### config.mk
export PLATFORM = sky130hd
export DESIGN_NAME = rs_15_9_encoder
export DESIGN_NICKNAME = d
export VERILOG_FILES = /design/src/rtl/rs_15_9_encoder.sv
export SDC_FILE = /design/constraint.sdc
export NUM_CORES = 1
export LEC_CHECK = 0
export ABC_AREA = 1
export ABC_CLOCK_PERIOD_IN_PS = 6300
export CORE_ASPECT_RATIO = 0.6
export CORE_MARGIN = 2
export CORE_UTILIZATION = 30
export CTS_BUF_LIST = sky130_fd_sc_hd__clkbuf_8
export DETAILED_ROUTE_END_ITERATION = 6
export DONT_BUFFER_PORTS = 1
export PLACE_DENSITY_LB_ADDON = 0.2
export SLEW_MARGIN = 10
export SYNTH_ARGS = -nofsm -noshare
export SYNTH_HDL_FRONTEND = slang
export SYNTH_SLANG_ARGS = --single-unit
### constraint.sdc
create_clock -name clk -period 6.3 [get_ports clk]
set_input_delay 1.26 -clock clk [delete_from_list [all_inputs] [get_ports clk]]
set_output_delay 1.26 -clock clk [all_outputs]
set_load 0.05 [all_outputs]
### src/rtl/rs_15_9_encoder.sv
// Systematic RS(15,9) encoder over GF(16), g(x) = prod(x + alpha^i), i = 1..6.
// Parity is built by a one-symbol-per-clock LFSR, highest-degree message symbol first.
module rs_15_9_encoder #(
  parameter int SYM_W = 4,
  parameter int N     = 15,
  parameter int K     = 9
) (
  input  logic                 clk,
  input  logic                 rst,
  input  logic [K*SYM_W-1:0]   msgIn,
  input  logic                 msgValid,
  output logic                 msgReady,
  output logic [N*SYM_W-1:0]   codeOut,
  output logic                 codeValid,
  input  logic                 codeReady,
  output logic                 busy
);

  localparam int P = N - K;

  // Generator coefficients g0..g5; the monic x^6 term is implicit in the LFSR shift.
  localparam logic [SYM_W-1:0] genPoly [P] = '{4'hC, 4'hA, 4'hC, 4'h3, 4'h9, 4'h7};

  typedef enum logic [1:0] {IDLE, ENCODE, DONE} EncState;

  EncState state, nextState;

  logic [K*SYM_W-1:0] msgReg;
  logic [SYM_W-1:0]   par     [P];
  logic [SYM_W-1:0]   parNext [P];
  logic [P*SYM_W-1:0] parFlat;
  logic [3:0]         symCnt;
  logic [3:0]         symIdx;
  logic [SYM_W-1:0]   curSym;
  logic [SYM_W-1:0]   fb;
  logic               lastSym;

  // Constant-coefficient GF(16) multiply, reducing by x^4 + x + 1 after each shift.
  function automatic logic [SYM_W-1:0] gfMul(input logic [SYM_W-1:0] a,
                                             input logic [SYM_W-1:0] b);
    logic [SYM_W-1:0] acc;
    logic [SYM_W-1:0] sh;
    acc = '0;
    sh  = a;
    for (int i = 0; i < SYM_W; i++) begin
      if (b[i]) acc = acc ^ sh;
      sh = {sh[SYM_W-2:0], 1'b0} ^ (sh[SYM_W-1] ? SYM_W'(4'h3) : '0);
    end
    return acc;
  endfunction

  always_comb begin
    symIdx  = 4'(K - 1) - symCnt;
    curSym  = msgReg[{symIdx, 2'b00} +: SYM_W];
    fb      = curSym ^ par[P-1];
    lastSym = (symCnt == 4'(K - 1));
    parNext[0] = gfMul(genPoly[0], fb);
    for (int i = 1; i < P; i++) begin
      parNext[i] = par[i-1] ^ gfMul(genPoly[i], fb);
    end
    parFlat = '0;
    for (int i = 0; i < P; i++) begin
      parFlat[i*SYM_W +: SYM_W] = parNext[i];
    end
  end

  always_ff @(posedge clk) begin
    if (rst) state <= IDLE;
    else     state <= nextState;
  end

  always_comb begin
    nextState = state;
    case (state)
      IDLE:    if (msgValid)  nextState = ENCODE;
      ENCODE:  if (lastSym)   nextState = DONE;
      DONE:    if (codeReady) nextState = IDLE;
      default: nextState = IDLE;
    endcase
  end

  always_comb begin
    msgReady  = !rst && (state == IDLE);
    busy      = !rst && (state != IDLE);
    codeValid = (state == DONE);
  end

  // The final ENCODE edge loads codeOut from parNext, so parity lands without an extra cycle.
  always_ff @(posedge clk) begin
    if (rst) begin
      msgReg  <= '0;
      symCnt  <= '0;
      codeOut <= '0;
      for (int i = 0; i < P; i++) par[i] <= '0;
    end else begin
      case (state)
        IDLE: begin
          if (msgValid) begin
            msgReg <= msgIn;
            symCnt <= '0;
            for (int i = 0; i < P; i++) par[i] <= '0;
          end
        end
        ENCODE: begin
          par    <= parNext;
          symCnt <= symCnt + 4'd1;
          if (lastSym) codeOut <= {msgReg, parFlat};
        end
        default: ;
      endcase
    end
  end

endmodule

* Word level (Yosys, flattened, before mapping) *
Cells that the tools add are included.

word-level totals
  register bits after elaboration = 126
  input bits = 40
  output and inout port bits = 63

operators by class
  bitwise logic cells = 21
  reductions and logical operators = 10
  muxes and demuxes = 28
  shift-type cells = 1
  add/subtract/negate cells = 2
  equality and inequality tests = 6

operators by type and width
  cell                                                              number
  4-bit 2-to-1 mux                                                  13
  24-bit one-hot mux with 2 select lines                            1
  36-bit by 7-bit indexed part select with 4-bit output             1
  24-bit 2-to-1 mux                                                 1
  4-bit XOR                                                         6
  3-bit inverter                                                    6
  3-bit 2-to-1 mux                                                  5
  2-bit 2-to-1 mux                                                  5
  2-bit inverter                                                    4
  4-bit inverter                                                    2
  4-bit one-hot mux with 2 select lines                             1
  2-bit one-hot mux with 3 select lines                             1
  2-bit AND reduction                                               3
  4-bit by 1-bit adder with 4-bit output (second input constant)    1
  4-bit == test (second input constant)                             1
  2-bit != test (second input constant)                             2
  2-bit nonzero test                                                2
  4-bit subtractor (first input constant)                           1
  1-bit inverter                                                    3
  3-bit AND reduction                                               1
  2-bit by 1-bit == test with 1-bit output (second input constant)  1
  2-bit == test (second input constant)                             1
  1-bit logical AND                                                 2
  2-bit logical NOT                                                 1
  other kinds (3)                                                   3

* Depth between registers and ports, before layout *
Gate-level depths: netlist of the first run.

  depth after elaboration = 12
  mapped depth = 19
  depth with buffers taken out = 18

* Worst setup path after synthesis of the first run *
Ideal clock, no wire load.

  path type = input to output
  start = in rst
  end = out msgReady
  stages on the path = 3
  arrival time = 2688 ps
  slack = 2352 ps
  path through = clkbuf_1 -> clkbuf_1 -> nor3_1

between the ends
  cells in the longest elaborated chain, start to end = 2

RTL lines
  item                line  source
  start: declaration  9     input logic rst,
  1-bit logical NOT   83    msgReady = !rst && (state == IDLE);
  1-bit logical AND   83
  end: declaration    12    output logic msgReady,

Every way passes these cells.

* Worst setup path in the final report of the first run *
  start = reg symCnt[0]
  end = reg codeOut[6]

between the ends
  cells in the longest elaborated chain, start to end = 9
  elaborated cells on any way between the ends = 11
  those cells by class = add/sub: 1; eq/ne: 1; shift: 1; mux: 3; bitwise: 4; reduce/logical: 1

RTL lines
  item                                                   line  source
  start: declaration                                     32    logic [3:0] symCnt;
  start signal: assignment                               106   symCnt <= symCnt + 4'd1;
  4-bit subtractor                                       53    symIdx = 4'(K - 1) - symCnt;
  36-bit by 7-bit indexed part select with 4-bit output  54    curSym = msgReg[{symIdx, 2'b00} +: SYM_W];
  4-bit XOR                                              55    fb = curSym ^ par[P-1];
  3-bit 2-to-1 mux                                       46    if (b[i]) acc = acc ^ sh;
  3-bit inverter (no line)                               n/a
  4-bit 2-to-1 mux                                       46
  4-bit inverter (no line)                               n/a
  4-bit 2-to-1 mux                                       46
  4-bit XOR                                              59    parNext[i] = par[i-1] ^ gfMul(genPoly[i], fb);
  end signal: assignment                                 107   if (lastSym) codeOut <= {msgReg, parFlat};
  end: declaration                                       13    output logic [N*SYM_W-1:0] codeOut,

Several ways; a longest one is shown, not always the timed one.
A chain may end at the register's enable or synchronous reset.

==> impl_metrics.tcl, run 1 <==
set metrics [dict create \
    yosysWarningCount 0 \
    die_h_um 108 \
    worst_slack_ns 2.51 \
    report.final.hold_viol_count 0 \
    worstMarginPinSlew_ns 1.02 \
    htree_levels 4 \
    grt_pass1_vias 4304 \
    clk_latency_ns 0.43 \
    setup_viol_count_final 0 \
    place_congestion 0.818 \
    nets 780 \
    final_common_cell "nand2_1" \
    finalCritPeriodShare_pct 60.1 \
    outcome "complete, no violations" \
    antenna_found_initial 2 \
    post-route-min-period_ns 3.79 \
    drt_iter0_drc 280 \
    synth_seq_cells 126 \
    critPathMaxStageDelay_ns 0.76 \
    firstDrtPassIters 4 \
    cts_tree "built" \
    gr-usage-all-layers_pct 16.6 \
    slew_headroom_pct 31.9 \
    p_leak_uw 0.00260 \
    crit_family "simple AND/OR/NAND/NOR gates" \
    synth.distinct_cells 25 \
    syn_nets 802 \
    wl_mm 15.2 \
    powerDensity_nw_per_um2 343 \
    die_w_um 177 \
    path_common_cell "nand2_1" \
    synth_seq_area_share_pct 46.7 \
    final_cell_mix "157 x nand2_1, 126 x dfxtp_1, 92 x a21oi_1" \
    avgSynthCellArea_um2 7.11 \
    grt_pass1_wl_mm 24.4 \
    grt_max_degree 76 \
    seq_area_um2 2520 \
    clock_sinks 126 \
    cp-start-kind "flip-flop" \
    core_um2 17400 \
    area_delta_synth_final_pct 10.7 \
    rows 37 \
    cp_data_required_time_ns 6.63 \
    finalMaxSlewViolations 0 \
    overflow 0 \
    peakVddDrop_mv 0.108 \
    port_buffers 0 \
    ant_nets 0 \
    vias 4543 \
    fmax_mhz 264 \
    post-dp-hpwl_mm 10.4 \
    initial_core_util_pct 31.1 \
    nFillCells 1852 \
    antenna_cells 0 \
    hold_path_class "flip-flop to flip-flop" \
    end_kind "flip-flop" \
    maxCapViolCount 0 \
    critical_path_arrival_ns 4.12 \
    root_buffer "clkbuf_8" \
    cts.clk_slew.worst_paths_ns 0.08 \
    setup_tns_ns 0 \
    cts_setup_buffers 0 \
    multi_input_area_um2 2420 \
    netlist_area_um2 5400 \
    setup.worst_path.class "flip-flop to flip-flop" \
    critPathMaxFanout 23 \
    drive_gt1_share_pct 7.59 \
    cp_cell_sequence "inv_1 -> ha_1 -> inv_1 -> nand3_1 -> nand3_1 -> nand3_1 -> nand3_1 -> nand2_4 -> nand2_1 -> nand2_1 -> nand2_1 -> nand2_1 -> nand2_1 -> nand2_1 -> nand2_1 -> nand2_1 -> inv_1" \
    dieArea_um2 19100 \
    synth_cells 760 \
    ioPinCount 103 \
    crit_path_top_delay_cell "dfxtp_1" \
    wl_per_cell_um 15.4 \
    pre_cts_ws_ns 2.57 \
    worst-path-buf-inv 3 \
    routed_via_density 4.61 \
    clk_path_buf_depth 2 \
    numCtsBuffers 17 \
    drc 0 \
    postCtsResizedCells 0 \
    rsz0062_at_grt "false" \
    cts_hold_buf 0 \
    fin_skew_ns 0.0177 \
    holdWs_ns 0.474 \
]
-- cell type report --
| type | instances | share of cell area (%) |
|---|---|---|
| clock buffer | 20 | 4.60 |
| clock inverter | 12 | 2.64 |
| tap | 234 | 4.89 |
| timing repair buffer | 4 | 0.502 |
| inverter | 75 | 4.71 |
| multi-input combinational | 514 | 40.5 |
| sequential | 126 | 42.2 |
-- worst min-delay path, delay by kind of cell, from the launching register on --
kind | cells | cell delay, ns
DFF | 1 | 0.32
and+or+nand+nor | 1 | 0.06
AOI/OAI and AO/OA | 1 | 0.05
-- metal layers --
layer	vias up	wire [µm]	track usage, %
met5	-	27	0
met4	4	42	3.78
met3	6	1450	6.82
met2	129	5170	19.5
met1	2004	8510	26.4
li1	2400	-	-
-- cell usage after synthesis --
library cell    n  area share, %
nand2_1       158             11
dfxtp_1       126             47
a21oi_1        92            8.5
o21ai_0        88            8.2
nor2_1         76            5.3
inv_1          74            5.1
nand3_1        55            5.1
clkbuf_1       35            2.4
nand2_2        14            1.6
xor2_1         13            2.1
buf_2           5           0.46
nand3b_1        4           0.56
nor3_1          3           0.28
buf_1           2           0.14
buf_4           2           0.28
ha_1            2           0.46
nand4_1         2           0.23
o211ai_1        2           0.28
a211oi_1        1           0.14
buf_6           1           0.21
inv_2           1          0.069
nand2_4         1           0.21
nand3_2         1           0.19
xnor2_1         1           0.16
xor2_2          1           0.30
-- cells by family after synthesis --
family                   after synthesis  synth area share, %
XOR/XNOR                              15                 2.57
flip-flops                           126                 46.7
AO/OA/AOI/OAI                        183                 17.1
AND/OR/NAND/NOR                      314                 24.4
adder cells (fa/ha/maj)                2                0.463
buffers and inverters                120                 8.73
-- where the power goes --
part,internal [µW],leakage [µW],switching [µW]
logic,122,0.00136,292
clock network,427,0.000218,348
registers,837,0.00103,27.2
-- per-stage QoR --
stage          power (µW)  utilization, %  area, µm²  instances
2_1_floorplan        1190               -       5400        760
3_3_place_gp         1300            32.0       5550        953
3_5_place_dp         1290            32.0       5550        953
4_1_cts              2080            34.5       5980        985
5_1_grt              2180            34.5       5980        985
6_report             2050            34.5       5980        985
-- final timing paths --
kind / from / endpoint / slack, ns / cells past startpoint
hold / removal: par[20]$_SDFFE_PP0P_ / par[20]$_SDFFE_PP0P_ / 0.47 / 2
setup / recovery: symCnt[0]$_SDFFE_PP0P_ / codeOut[6]$_SDFFE_PP0P_ / 2.51 / 17
setup reg to reg: symCnt[0]$_SDFFE_PP0P_ / codeOut[6]$_SDFFE_PP0P_ / 2.51 / 17
hold reg to reg: par[20]$_SDFFE_PP0P_ / par[20]$_SDFFE_PP0P_ / 0.47 / 2
-- sequential cells by signal, summed over array words and instances (netlist names) --
signal and count:
msgReg 36, symCnt 4, codeOut 60, state 2, par 24
(Power assumes the default switching activity.)
==> inputs of run 2 (changes only) <==
--- a/config.mk
+++ b/config.mk
@@ -6,7 +6,7 @@
 export NUM_CORES = 1
 export LEC_CHECK = 0
 export ABC_AREA = 1
-export ABC_CLOCK_PERIOD_IN_PS = 6300
+export ABC_CLOCK_PERIOD_IN_PS = 3650
 export CORE_ASPECT_RATIO = 0.6
 export CORE_MARGIN = 2
 export CORE_UTILIZATION = 30
==> constraint.sdc (replaced) <==
create_clock -name clk -period 3.65 [get_ports clk]
set_input_delay 0.73 -clock clk [delete_from_list [all_inputs] [get_ports clk]]
set_output_delay 0.73 -clock clk [all_outputs]
set_load 0.05 [all_outputs]
==> run 2 against run 1 <==
Compared with the run above: count of clock-buffer cells in the layout down 2; combinational power up 77%; register-to-register slack worse by 1.7 ns; clock power up 55%; via count down 0.51%; hold slack worse by 0.12 ns; critical path depth down 1; die area unchanged; highest routed layer unchanged; cell count up 0.20%; total power up 67%; maximum frequency up 33%.
==> impl_metrics.tcl, run 2 (synthesized netlist as in run 1, its figures left out) <==
set metrics [dict create \
    outcome "complete, no violations" \
    overflow 0 \
    end_kind "flip-flop" \
    place_congestion 0.805 \
    largestRegisters "codeOut x60, msgReg x36, par x24" \
    vias 4520 \
    clock_sinks 126 \
    pre_cts_ws_ns 0.824 \
    p_leak_uw 0.00257 \
    final_cell_mix "157 x nand2_1, 126 x dfxtp_1, 92 x a21oi_1" \
    slew_headroom_pct 29.9 \
    cp_cell_sequence "inv_1 -> ha_1 -> inv_1 -> nand3_1 -> nand3_1 -> nand3_1 -> nand2_1 -> nand2_1 -> nand2_1 -> nand2_1 -> nand2_1 -> nand2_1 -> nand2_1 -> nand2_1 -> nand3_1 -> a21oi_1" \
    rsz0062_at_grt "false" \
    top_register "codeOut" \
    peakVddDrop_mv 0.218 \
    worstMarginPinSlew_ns 1.05 \
    numCtsBuffers 17 \
    cts.clk_slew.worst_paths_ns 0.09 \
    setup_viol_count_final 0 \
    critPathMaxFanout 14 \
    fin_skew_ns 0.0217 \
    postCtsResizedCells 0 \
    die_w_um 177 \
    cts_setup_buffers 0 \
    core_um2 17400 \
    maxCapViolCount 0 \
    root_buffer "clkbuf_8" \
    r2r-start "symCnt[1]$_SDFFE_PP0P_" \
    path_common_cell "nand2_1" \
    cts_tree "built" \
    powerDensity_nw_per_um2 575 \
    nets 781 \
    finalMaxSlewViolations 0 \
    wl_per_cell_um 15.6 \
    grt_pass1_vias 4166 \
    grt_pass1_wl_mm 24.2 \
    ant_nets 0 \
    post-dp-hpwl_mm 10.5 \
    crit_path_start "symCnt[1]$_SDFFE_PP0P_" \
    critPathMaxStageDelay_ns 0.56 \
    drive_gt1_share_pct 7.85 \
    port_buffers 0 \
    grt_max_degree 102 \
    crit_path_top_delay_cell "ha_1" \
    cp_data_required_time_ns 4.02 \
    initial_core_util_pct 31.1 \
    dieArea_um2 19100 \
    cts_hold_buf 0 \
    finalCritPeriodShare_pct 77.8 \
    antenna_found_initial 1 \
    clk_path_buf_depth 2 \
    drt_iter0_drc 346 \
    final_common_cell "nand2_1" \
    htree_levels 4 \
    die_h_um 108 \
    area_delta_synth_final_pct 10.2 \
    report.final.hold_viol_count 0 \
    firstDrtPassIters 4 \
    cp-start-kind "flip-flop" \
    critical_path_arrival_ns 3.20 \
    setup_tns_ns 0 \
    drc 0 \
    routed_via_density 4.58 \
    largest_reg_flops 60 \
    ioPinCount 103 \
    post-route-min-period_ns 2.84 \
    gr-usage-all-layers_pct 16.6 \
    wl_mm 15.4 \
    worst-path-buf-inv 2 \
    hold_path_class "primary input to flip-flop" \
    worst_slack_ns 0.811 \
    clk_latency_ns 0.45 \
    setup.worst_path.class "flip-flop to flip-flop" \
    fmax_mhz 352 \
    holdWs_ns 0.350 \
    crit_family "simple AND/OR/NAND/NOR gates" \
    hold_start "rst" \
    rows 37 \
]
run 2: area by class of cell:
type / instances / area (µm²)
fillers: 1867 / 11400
flip-flops and latches: 126 / 2520
multi-input cells: 514 / 2420
well taps: 234 / 293
inverters: 75 / 282
clock buffers: 18 / 248
clock inverters: 14 / 131
repair buffers: 5 / 50.0
diodes: 1 / 2.50
run 2: power by group:
group | switching [µW] | internal, µW
clock network | 633 | 566
registers | 43.1 | 1440
logic | 521 | 212
total | 1200 | 2220
run 2: worst paths after layout:
kind                                              to  cells past startpoint  slack, ns
worst min-delay path            par[13]$_SDFFE_PP0P_                      1       0.35
worst min register to register  par[20]$_SDFFE_PP0P_                      2       0.48
worst max register to register   par[2]$_SDFFE_PP0P_                     16       0.81
worst max-delay path             par[2]$_SDFFE_PP0P_                     16       0.81
run 2: per-layer routing:
metal / vias up / wire length (µm) / GRT usage [%] / share of wire [%]
li1: 2405 / - / - / -
met1: 1978 / 8860 / 27.4 / 58
met2: 120 / 4970 / 18.5 / 32
met3: 15 / 1410 / 6.29 / 9.2
met4: 2 / 131 / 3.90 / 0.85
met5: - / 16 / 0 / 0.10
run 2: metrics by stage:
stage                     power (µW)  std cells  area [µm²]  utilization [%]
final                           3420        987        5950             34.3
after global routing            3610        986        5950             34.3
after CTS                       3440        986        5950             34.3
after detailed placement        2250        954        5570             32.1
after global placement          2250        954        5570             32.1
after floorplan                 2050        760        5400                -
